==> config.mk <==
export PLATFORM = sky130hd
export DESIGN_NAME = repeat_counter
export DESIGN_NICKNAME = d
export VERILOG_FILES = /design/src/rtl/repeat_counter_pkg.sv /design/src/rtl/repeat_counter_repeat_gen.sv /design/src/rtl/repeat_counter.sv
export SDC_FILE = /design/constraint.sdc
export NUM_CORES = 1
export LEC_CHECK = 0
export BUFFER_PORTS_ARGS = -buffer_cell sky130_fd_sc_hd__buf_2
export CORE_MARGIN = 5
export CORE_UTILIZATION = 50
export DETAILED_ROUTE_END_ITERATION = 6
export HOLD_SLACK_MARGIN = 0.05
export PLACE_DENSITY = 0.77
export SETUP_SLACK_MARGIN = 0.1
export SLEW_MARGIN = 30
export SYNTH_ARGS = -nofsm -noshare
export SYNTH_HDL_FRONTEND = slang
export SYNTH_SLANG_ARGS = --single-unit
==> constraint.sdc <==
create_clock -name clk -period 2.45 [get_ports clk]
set_input_delay 0.245 -clock clk [delete_from_list [all_inputs] [get_ports clk]]
set_output_delay 0.245 -clock clk [all_outputs]
set_load 0.1 [all_outputs]
==> src/rtl/repeat_counter_pkg.sv <==
// Shared definitions for the button repeat counter: repeat FSM encodings,
// default timing and a small helper for sizing the repeat timer.
package repeat_counter_pkg;

    typedef enum logic [1:0] {
        ST_IDLE   = 2'd0,
        ST_HOLD   = 2'd1,
        ST_REPEAT = 2'd2
    } rep_state_e;

    localparam int DEF_WIDTH         = 8;
    localparam int DEF_HOLD_CYCLES   = 25_000_000;
    localparam int DEF_REPEAT_CYCLES = 5_000_000;
    localparam int DEF_WRAP          = 1;

    function automatic int max_int(input int a, input int b);
        return (a > b) ? a : b;
    endfunction

endpackage

==> src/rtl/repeat_counter_repeat_gen.sv <==
// Per-button repeat generator: one registered step on press, then a step
// after HOLD_CYCLES of hold and every REPEAT_CYCLES while still held.
//
//   state     | meaning
//   ST_IDLE   | waiting for a press pulse
//   ST_HOLD   | press step issued, timing the initial hold delay
//   ST_REPEAT | auto-repeating at the repeat rate while held
module repeat_gen
    import repeat_counter_pkg::*;
#(
    parameter int HOLD_CYCLES   = DEF_HOLD_CYCLES,
    parameter int REPEAT_CYCLES = DEF_REPEAT_CYCLES
) (
    input  logic clk,
    input  logic rst,
    input  logic press_pulse,
    input  logic press_level,
    output logic step
);

    localparam int TIMER_W = $clog2(max_int(HOLD_CYCLES, REPEAT_CYCLES));
    localparam logic [TIMER_W-1:0] HOLD_LAST   = TIMER_W'(HOLD_CYCLES - 1);
    localparam logic [TIMER_W-1:0] REPEAT_LAST = TIMER_W'(REPEAT_CYCLES - 1);

    rep_state_e         state_q, state_d;
    logic [TIMER_W-1:0] timer_q, timer_d;
    logic               step_q, step_d;

    always_ff @(posedge clk or posedge rst) begin
        if (rst) begin
            state_q <= ST_IDLE;
            timer_q <= '0;
            step_q  <= 1'b0;
        end else begin
            state_q <= state_d;
            timer_q <= timer_d;
            step_q  <= step_d;
        end
    end

    always_comb begin
        state_d = state_q;
        timer_d = timer_q;
        step_d  = 1'b0;
        case (state_q)
            ST_IDLE: begin
                if (press_pulse) begin
                    step_d  = 1'b1;
                    timer_d = '0;
                    state_d = ST_HOLD;
                end
            end
            ST_HOLD: begin
                if (!press_level) begin
                    timer_d = '0;
                    state_d = ST_IDLE;
                end else if (timer_q == HOLD_LAST) begin
                    step_d  = 1'b1;
                    timer_d = '0;
                    state_d = ST_REPEAT;
                end else begin
                    timer_d = timer_q + 1'b1;
                end
            end
            ST_REPEAT: begin
                if (!press_level) begin
                    timer_d = '0;
                    state_d = ST_IDLE;
                end else if (timer_q == REPEAT_LAST) begin
                    step_d  = 1'b1;
                    timer_d = '0;
                end else begin
                    timer_d = timer_q + 1'b1;
                end
            end
            default: begin
                timer_d = '0;
                state_d = ST_IDLE;
            end
        endcase
    end

    assign step = step_q;

endmodule

==> src/rtl/repeat_counter.sv <==
// Up/down LED counter driven by debounced INC/DEC buttons with press-and-hold
// auto-repeat; coincident INC and DEC steps cancel.
module repeat_counter
    import repeat_counter_pkg::*;
#(
    parameter int WIDTH         = DEF_WIDTH,
    parameter int HOLD_CYCLES   = DEF_HOLD_CYCLES,
    parameter int REPEAT_CYCLES = DEF_REPEAT_CYCLES,
    parameter int WRAP          = DEF_WRAP
) (
    input  logic             clk,
    input  logic             rst,
    input  logic             inc_down,
    input  logic             inc_state,
    input  logic             dec_down,
    input  logic             dec_state,
    output logic [WIDTH-1:0] count,
    output logic             count_changed
);

    localparam logic [WIDTH-1:0] CNT_MAX = '1;

    logic             inc_step;
    logic             dec_step;
    logic [WIDTH-1:0] count_q, count_d;
    logic             changed_q, changed_d;

    repeat_gen #(
        .HOLD_CYCLES   (HOLD_CYCLES),
        .REPEAT_CYCLES (REPEAT_CYCLES)
    ) u_inc_rep (
        .clk         (clk),
        .rst         (rst),
        .press_pulse (inc_down),
        .press_level (inc_state),
        .step        (inc_step)
    );

    repeat_gen #(
        .HOLD_CYCLES   (HOLD_CYCLES),
        .REPEAT_CYCLES (REPEAT_CYCLES)
    ) u_dec_rep (
        .clk         (clk),
        .rst         (rst),
        .press_pulse (dec_down),
        .press_level (dec_state),
        .step        (dec_step)
    );

    always_ff @(posedge clk or posedge rst) begin
        if (rst) begin
            count_q   <= '0;
            changed_q <= 1'b0;
        end else begin
            count_q   <= count_d;
            changed_q <= changed_d;
        end
    end

    // Saturating mode suppresses the step, and its pulse, at the rails.
    always_comb begin
        count_d   = count_q;
        changed_d = 1'b0;
        if (inc_step && !dec_step) begin
            if ((WRAP != 0) || (count_q != CNT_MAX)) begin
                count_d   = count_q + 1'b1;
                changed_d = 1'b1;
            end
        end else if (dec_step && !inc_step) begin
            if ((WRAP != 0) || (count_q != '0)) begin
                count_d   = count_q - 1'b1;
                changed_d = 1'b1;
            end
        end
    end

    assign count         = count_q;
    assign count_changed = changed_q;

endmodule

Yosys cells after proc, flatten, opt, wreduce, memory -nomap -nowiden

Cells that the tools add are included.

Bits of input ports: 6
Output and inout bits: 9
Bits in registers: 65
Logic and storage cells: 73

$add $sub $neg: 4
Equality and inequality tests: 14
Muxes and demuxes: 38
Reduce and logical (&&, ||, !) cells: 9

Operator list:

| kind                  | count |
|---|---|
| $mux 25               | 10 |
| $pmux 25 s3           | 2 |
| $add 25x1->25 const B | 2 |
| $eq 25x23->1 const B  | 2 |
| $eq 25x25->1 const B  | 2 |
| $mux 2                | 8 |
| $mux 8                | 2 |
| $mux 1                | 12 |
| $pmux 2 s3            | 2 |
| $add 8x1->8 const B   | 1 |
| $ne 2x2->1 const B    | 4 |
| $sub 8x1->8 const B   | 1 |
| $ne 3x2->1 const B    | 2 |
| $pmux 1 s3            | 2 |
| $reduce_and 3->1      | 2 |
| $eq 2x1->1 const B    | 2 |
| $eq 2x2->1 const B    | 2 |
| $logic_not 2->1       | 2 |
| $logic_and 1x1->1     | 2 |
| $logic_not 1->1       | 2 |
| $reduce_bool 2->1     | 1 |

Logic depth before layout (Yosys ltp)

Gate-level depths: netlist (run 1).

Depth in word-level cells: 4
Mapped depth: 10
Depth with buffers taken out: 10

By module

Synthesis (run 1) repeated with hierarchy kept, for this count alone.

Cell total of the unflattened synthesis: 528
Area total of the unflattened synthesis: 4443.0 µm²

Modules (own cells, without submodules):

| module         | instances | cells an instance | area an instance (µm²) |
|---|---|---|---|
| repeat_gen     | 2         | 230               | 1903.1 |
| repeat_counter | 1         | 68                | 636.9 |

Worst setup path before layout (run 1)

Ideal clock, no wire load.

Kind: register to register
From: register count_q[1], in the netlist count[1]
To: register count_q[7], in the netlist count[7]
Setup slack: -270 ps
Library setup time: 161 ps
Period minus slack after synthesis: 2720 ps
Buffers on the path: 0
Data arrival time: 2558 ps
Cell stages (with the launch flop): 8
Required time: 2289 ps
Path through: dfrtp_1 > ha_1 > a211oi_1 > o21bai_1 > a2111o_1 > a31o_2 > a21oi_1 > xor2_1

Word-level cells in the longest chain between the ends: 3
Elaborated cells between the ends (all ways): 4
Those cells by class: 2 x add/sub; 2 x mux

RTL lines:

| element                | line                 | RTL |
|---|---|---|
| from (decl)            | repeat_counter.sv:25 | `logic [WIDTH-1:0] count_q, count_d;` |
| from (signal assigned) | repeat_counter.sv:55 | `count_q <= count_d;` |
| $sub 8x1->8            | repeat_counter.sv:71 | `count_d = count_q - 1'b1;` |
| $mux 8                 | repeat_counter.sv:69 | `end else if (dec_step && !inc_step) begin` |
| $mux 8 (*)             | repeat_counter.sv:64 | `if (inc_step && !dec_step) begin` |

Every way passes the cells marked *; elsewhere a longest branch is shown, timed or not. The select of a mux whose other input is x is not followed.
A chain may end at the register's enable or synchronous reset.

Worst setup path in the final report (run 1)

From: register u_inc_rep.timer_q[15]
To: register u_inc_rep.timer_q[23]

Word-level cells in the longest chain between the ends: 4
Elaborated cells between the ends (all ways): 8
Those cells by class: 1 x add/sub; 2 x eq/ne; 5 x mux

RTL lines:

| element                                     | line                                                             | RTL |
|---|---|---|
| from (decl)                                 | repeat_counter_repeat_gen.sv:26                                  | `logic [TIMER_W-1:0] timer_q, timer_d;` |
| from (signal assigned)                      | repeat_counter_repeat_gen.sv:36                                  | `timer_q <= timer_d;` |
| $add 25x1->25, or another cell as far along | repeat_counter_repeat_gen.sv:62, repeat_counter_repeat_gen.sv:73 |  |
| $mux 25 (on tied branches)                  | repeat_counter_repeat_gen.sv:69, repeat_counter_repeat_gen.sv:57 |  |
| $mux 25 (on tied branches)                  | repeat_counter_repeat_gen.sv:66, repeat_counter_repeat_gen.sv:54 |  |
| $pmux 25 s3 (*)                             | repeat_counter_repeat_gen.sv:45                                  | `case (state_q)` |

Every way passes the cells marked *; elsewhere a longest branch is shown, timed or not.

==> results of run 1 <==
placed cells by master, fill, tap and decap left out, types with 3 or more instances in the layout:
cell        count
nor3_1          6
or4_1           3
o211ai_1        4
buf_6           5
a21oi_2         7
ha_1           14
clkinvlp_4      3
or2_2           3
nand2_1        42
nand4_1        11
o21ai_1         9
nand3_1        23
and2_1          3
and3_1          6
o21ai_0        13
a31oi_1        13
o21ai_2         5
a21oi_1        16
nor2b_1         3
clkbuf_8        9
xnor2_1        12
and4_1          4
buf_2          15
inv_1          16
buf_4          22
dfrtp_2         3
dfrtp_1        62
or3_1           3
xor2_1         23
o21a_1          3
nor2_1         36
power by group through the flow:
stage               combinational, mW  sequential (mW)  clock (mW)
finish                           2.05             1.31       0.899
global route                     2.21             1.33       0.982
CTS                              1.83             1.30       0.928
detailed placement               1.79             1.32           0
global placement                 1.74             1.32           0
floorplan                       0.906             1.85           0
layer usage:
| layer | routed length (um) | share of wire (%) | up-vias | GRT usage (%) |
|---|---|---|---|---|
| met5 | 0 | 0 | - | 0 |
| met4 | 108 | 1.3 | 0 | 5.491 |
| met3 | 395 | 4.6 | 12 | 6.197 |
| met2 | 4271 | 50 | 82 | 32.03 |
| met1 | 3743 | 44 | 1602 | 24.44 |
| li1 | - | - | 1538 | - |
cells by family (layout without fill, tap and decap cells):
kind of cell             Yosys count  count (layout)
AND/OR/NAND/NOR                  164             164
AO/OA/AOI/OAI                     89              89
flip-flops                        65              65
XOR/XNOR                          35              35
buffers and inverters             27              79
adder cells (fa/ha/maj)           18              18
multiplexers                       3               3
layout make-up:
class | instances | share of cell area, %
clock inverters | 7 | 1.596
well taps | 99 | 2.772
inverters | 18 | 1.512
flip-flops and latches | 65 | 36.49
clock buffers | 9 | 2.772
multi-input cells | 309 | 47.38
repair buffers | 45 | 7.477
cell usage after synthesis (all sizes together) (2+ instances only):
cell type and count:
dfrtp 65, nand2 42, nor2 36, o21ai 27, a21oi 23, nand3 23, xor2 23, inv 18
ha 17, a31oi 14, xnor2 12, nand4 11, nor3 7, and3 6, clkbuf 5, nor4 5
or4 5, and2 4, and4 4, buf 4, nor2b 4, o211ai 4, a21o 3, o21a 3
o21bai 3, or2 3, or3 3, a211oi 2, a22o 2, a32oi 2, mux2i 2, nand2b 2
or2b 2, or4b 2
worst max-delay path, delay by kind of cell (launching register included):
family | cells | cell delay [ns]
AOI/OAI and AO/OA | 3 | 0.60
buffers and inverters | 1 | 0.16
DFF | 1 | 0.39
and+or+nand+nor | 3 | 1.20
what timing repair did:
item / in CTS / in global routing
cloned: 0 / 2
hold endpoints to repair: 13 / 0
gates resized for setup: 13 / 27
setup endpoints to repair: 23 / 54
pin swaps: 5 / 11
hold buffers: 1 / 0
buffers inserted: 4 / 4
metrics by stage:
stage | setup WS [ns] | power, mW
2_1_floorplan | 0.08623 | 2.759
3_3_place_gp | 0.06704 | 3.058
3_5_place_dp | 0.004199 | 3.111
4_1_cts | 0.02910 | 4.066
5_1_grt | -0.07164 | 4.525
6_report | 0.005860 | 4.259
sequential cells by signal, summed over array words and instances, names as in the netlist:
signal	cells
count	8
count_changed	1
u_inc_rep.step	1
u_inc_rep.timer_q	25
u_dec_rep.step	1
u_dec_rep.state_q	2
u_inc_rep.state_q	2
u_dec_rep.timer_q	25
final timing paths:
path                                        from                    end  slack, ns  depth (start not counted)
setup / recovery           u_inc_rep.timer_q[15]  u_inc_rep.timer_q[23]      0.006                          7
hold / removal                          inc_down         u_inc_rep.step       0.21                          3
setup reg to reg           u_inc_rep.timer_q[15]  u_inc_rep.timer_q[23]      0.006                          7
hold reg to reg                         count[7]               count[7]       0.47                          1
max in group asynchronous                    rst   u_inc_rep.timer_q[5]       1.48                          4
min in group asynchronous                    rst   u_dec_rep.state_q[0]       0.40                          3
==> reports/results.txt, run 1 <==
DRC Markers - 0
die height - 96.41 um
final setup TNS - 0 ns
drt via density - 5.859
asr flop ratio synth - 100.0%
RSZ-0062 raised after global routing - true
Final ANT Viol Nets - 0
fin util - 61.60%
max capacitance violation total - 0
highest clock rate - 0.4091 GHz
max incr delay on CP - 0.54 ns
Initial Util - 51.47%
final net count - 472
initial antenna violation count - 0
vias in the first global route - 3132
total CTS buffers - 9
Comb power frac - 48.1%
Switching Fraction - 44.37%
sequential-to-total area share from yosys stat - 43.57%
Die Wd - 96.41 um
slew margin rel. - 67.85%
pwr dens - 953.2 nW/um^2
Site Rows - 31
Seq cells post-synth - 65
Post-Synth XOR/XNOR Area - 8.210%
CTS H-tree lvls - 3
Total GRT Usage - 19.38%
area of the multi-input gates - 2117 um^2
layout cells sized above 1 - 22.08%
post-synth net total - 425
complex-gate fraction of the synthesized area - 15.15%
WL per Instance - 15.43 um
Setup CP Type - flop to flop
largest net degree at the start of global routing - 53
Yosys warnings - 0
CP max FO - 6
Clock Path Buffers - 2
Post-Layout Cell Count - 552
port buffer count - 14
Inst Count DP - 525
syn_area_per_cell - 9.311 um^2
post-synthesis adder-cell area fraction - 6.233%
total congestion overflow - 0
Cell Area, Synth - 3734 um^2
Placer Congestion - 0.8465
Post-Syn Instances - 401
fillers - 595
Hold/Removal Path Class - primary input to flop
sw power - 1.890 mW
Int Pwr - 2.369 mW
DP Area - 4069 um^2
EDFF count, synth - 0
total wire length - 8.518 mm
P&R area growth vs syn - 19.67%
CTS tree - built
core area - 7253 um^2
Lkg Pwr - 1.876 nW
period utilization - 99.76%
Area contributors post-synth - dfrtp_1, ha_1, xor2_1
setup violators final - 0
CP max stage cell - or4_4
sequential share of power - 30.8%
n_diodes - 0
Final Hold Fails - 0
Final Max Slew Viols - 0
Final Cell Area - 4468 um^2
simple-gate share of the synthesized area - 22.49%
Register Area - 1630 um^2
Synth Flop Type - dfrtp_1
Crit. End Element - flop
status - finished clean
Synth cell types - 50
clk_skew - 0.01337 ns
clock slew at reported path FFs - 0.07 ns
Worst Path Required - 2.68 ns
Critical Path AT - 2.67 ns
actual slew at the worst max-slew pin - 0.4812 ns
Tmin final - 2.444 ns
die area - 9295 um^2
clock share of power - 21.1%
DRT iter0 DRCs - 198
Ports - 15
largest family of logic cells by synthesized area - simple AND/OR/NAND/NOR gates
share of the synthesized area in the top cell type - 43.57%
via count - 3234
peak supply drop - 443.2 uV
area leader, netlist - dfrtp_1
clk root buf - clkbuf_8
mux share of post-synthesis cell area - 0.8378%
first-pass GRT wire length - 14.17 mm
final HPWL from detailed placement - 5.455 mm
Skew-Pair Late Insertion Delay - 0.34 ns
DRT Pass-1 Iters - 5
TritonCTS Sinks - 65
Startpoint Class - flop
final hold slack - 0.2070 ns
critical path, cell by cell - or4b_1 -> or4_4 -> o41ai_4 -> a21oi_2 -> buf_6 -> and2_4 -> o21a_1
No activity file was read; power rests on OpenSTA's default activity.
==> run 2: changes to the inputs <==
Settings changed: CORE_ASPECT_RATIO set to 1.25.
==> reports/results.txt, run 2 (synthesis results as in run 1) <==
Clock Path Buffers - 2 (unchanged)
Post-Layout Cell Count - 541 (was 552)
overall power - 4.282 mW (was 4.259 mW)
n_diodes - 0 (unchanged)
Skew-Pair Late Insertion Delay - 0.34 ns (about the same)
Startpoint Class - flop (unchanged)
initial antenna violation count - 0 (unchanged)
Placer Congestion - 0.8587 (was 0.8465)
via count - 3111 (was 3234)
WL per Instance - 15.02 um (was 15.43 um)
routed length on met1 - 3.499 mm (was 3.743 mm)
Die Wd - 87.29 um (was 96.41 um)
status - complete, but fails checks (was finished clean)
clk root buf - clkbuf_8 (unchanged)
Final ANT Viol Nets - 0 (unchanged)
clk_skew - 0.01181 ns (was 0.01337 ns)
area of the multi-input gates - 2117 um^2 (unchanged)
DRT Pass-1 Iters - 4 (was 5)
Tmin final - 2.477 ns (was 2.444 ns)
actual slew at the worst max-slew pin - 0.4881 ns (was 0.4812 ns)
Final Max Slew Viols - 0 (unchanged)
peak supply drop - 1064 uV (was 443.2 uV)
Critical Path AT - 2.71 ns (was 2.67 ns)
leading cell types in the layout, fill and taps excluded - dfrtp_1, nand2_1, nor2_1 (unchanged)
vias in the first global route - 3184 (was 3132)
die height - 106.6 um (was 96.41 um)
first-pass GRT wire length - 14.37 mm (was 14.17 mm)
clock slew at reported path FFs - 0.08 ns (was 0.07 ns)
fin util - 60.92% (was 61.60%)
DRC Markers - 0 (unchanged)
port buffer count - 14 (unchanged)
Register Area - 1632 um^2 (was 1630 um^2)
DRT iter0 DRCs - 124 (was 198)
TritonCTS Sinks - 65 (unchanged)
Site Rows - 35 (was 31)
drt via density - 5.750 (was 5.859)
most common cell after layout, fill and taps aside - dfrtp_1 (unchanged)
layout cells sized above 1 - 21.38% (was 22.08%)
max incr delay on CP - 0.54 ns (about the same)
critical path, cell by cell - or4b_1 -> or4_4 -> o41ai_4 -> a21o_1 -> o211ai_1 -> o21a_1 (was or4b_1 -> or4_4 -> o41ai_4 -> a21oi_2 -> buf_6 -> and2_4 -> o21a_1)
total congestion overflow - 0 (unchanged)
Total GRT Usage - 19.21% (was 19.38%)
setup violators final - 4 (was 0)
Worst R2R Setup Slack - -0.03 ns (was 0.006 ns)
Worst Setup SP - u_inc_rep.timer_q[15] (unchanged)
highest metal used - met4 (unchanged)
Worst Path Required - 2.68 ns (about the same)
Hold Startpoint - dec_down (was inc_down)
die area - 9306 um^2 (was 9295 um^2)
fillers - 576 (was 595)
met3 WL post-DR - 269 um (was 395 um)
Lkg Pwr - 1.866 nW (was 1.876 nW)
final worst slack - -0.02749 ns (was 0.005860 ns)
Final Hold Fails - 0 (unchanged)
P&R area growth vs syn - 19.34% (was 19.67%)
Setup CP Type - flop to flop (unchanged)
final net count - 468 (was 472)
period utilization - 101.1% (was 99.76%)
slew margin rel. - 67.68% (was 67.85%)
final setup TNS - -0.06875 ns (was 0 ns)
final HPWL from detailed placement - 5.733 mm (was 5.455 mm)
met2 WL - 4.105 mm (was 4.271 mm)
CP max stage cell - or4_4 (unchanged)
largest net degree at the start of global routing - 27 (was 53)
r2r startpoint - u_inc_rep.timer_q[15] (unchanged)
highest clock rate - 0.4036 GHz (was 0.4091 GHz)
pwr dens - 961.2 nW/um^2 (was 953.2 nW/um^2)
Ports - 15 (unchanged)
Inst Count DP - 519 (was 525)
CP max FO - 6 (unchanged)
total wire length - 8.127 mm (was 8.518 mm)
Hold/Removal Path Class - primary input to flop (unchanged)
max capacitance violation total - 0 (unchanged)
CTS tree - built (unchanged)
total CTS buffers - 9 (unchanged)
Crit. End Element - flop (unchanged)
core area - 7313 um^2 (was 7253 um^2)
failing checks - negative setup slack
pre-CTS setup slack - -0.01992 ns (was 0.004199 ns)
RSZ-0062 raised after global routing - true (unchanged)
CTS H-tree lvls - 3 (unchanged)
Initial Util - 51.05% (was 51.47%)
-- run 2: final timing paths --
kind | cells past startpoint | endpoint
worst max-delay path | 6 | u_inc_rep.timer_q[23]
worst min-delay path | 3 | u_dec_rep.step
worst max register to register | 6 | u_inc_rep.timer_q[23]
worst min register to register | 1 | count[7]
max in group asynchronous | 4 | u_dec_rep.timer_q[23]
min in group asynchronous | 3 | u_inc_rep.state_q[0]
-- run 2: worst max-delay path, delay by kind of cell (launching register included) --
family / cells / cell delay [ns]
compound gates: 4 / 0.92
simple gates: 2 / 1.06
flops: 1 / 0.38
-- run 2: area by class of cell --
type / instances / share of cell area (%)
timing repair buffer: 41 / 6.712
tap: 92 / 2.584
sequential: 65 / 36.62
clock inverter: 6 / 2.078
clock buffer: 10 / 2.864
multi-input combinational: 309 / 47.51
inverter: 18 / 1.629
-- run 2: per-layer routing --
layer | track usage, % | up-vias
li1 | - | 1526
met1 | 22.64 | 1507
met2 | 32.60 | 55
met3 | 4.612 | 23
met4 | 8.662 | 0
met5 | 0 | -
-- run 2: power breakdown --
part           internal, mW  switching [mW]  total (mW)
Sequential             1.20           0.110        1.31
Clock                 0.577           0.443        1.02
Combinational         0.672            1.28        1.95
Total                  2.45            1.83        4.28
-- run 2: what timing repair did --
| item | CTS | global route |
|---|---|---|
| gates resized for setup | 10 | 32 |
| buffers inserted | 2 | 3 |
| pin swaps | 5 | 19 |
| setup endpoints to repair | 25 | 52 |
| hold buffers | 1 | 0 |
| endpoints found under the hold margin | 17 | 0 |
-- run 2: per-stage QoR --
step / instance area [um^2] / hold WS, ns
2_1_floorplan: 3776 / 0.3866
3_3_place_gp: 4068 / 0.2527
3_5_place_dp: 4068 / 0.2518
4_1_cts: 4329 / 0.1933
5_1_grt: 4456 / 0.2043
6_report: 4456 / 0.1945
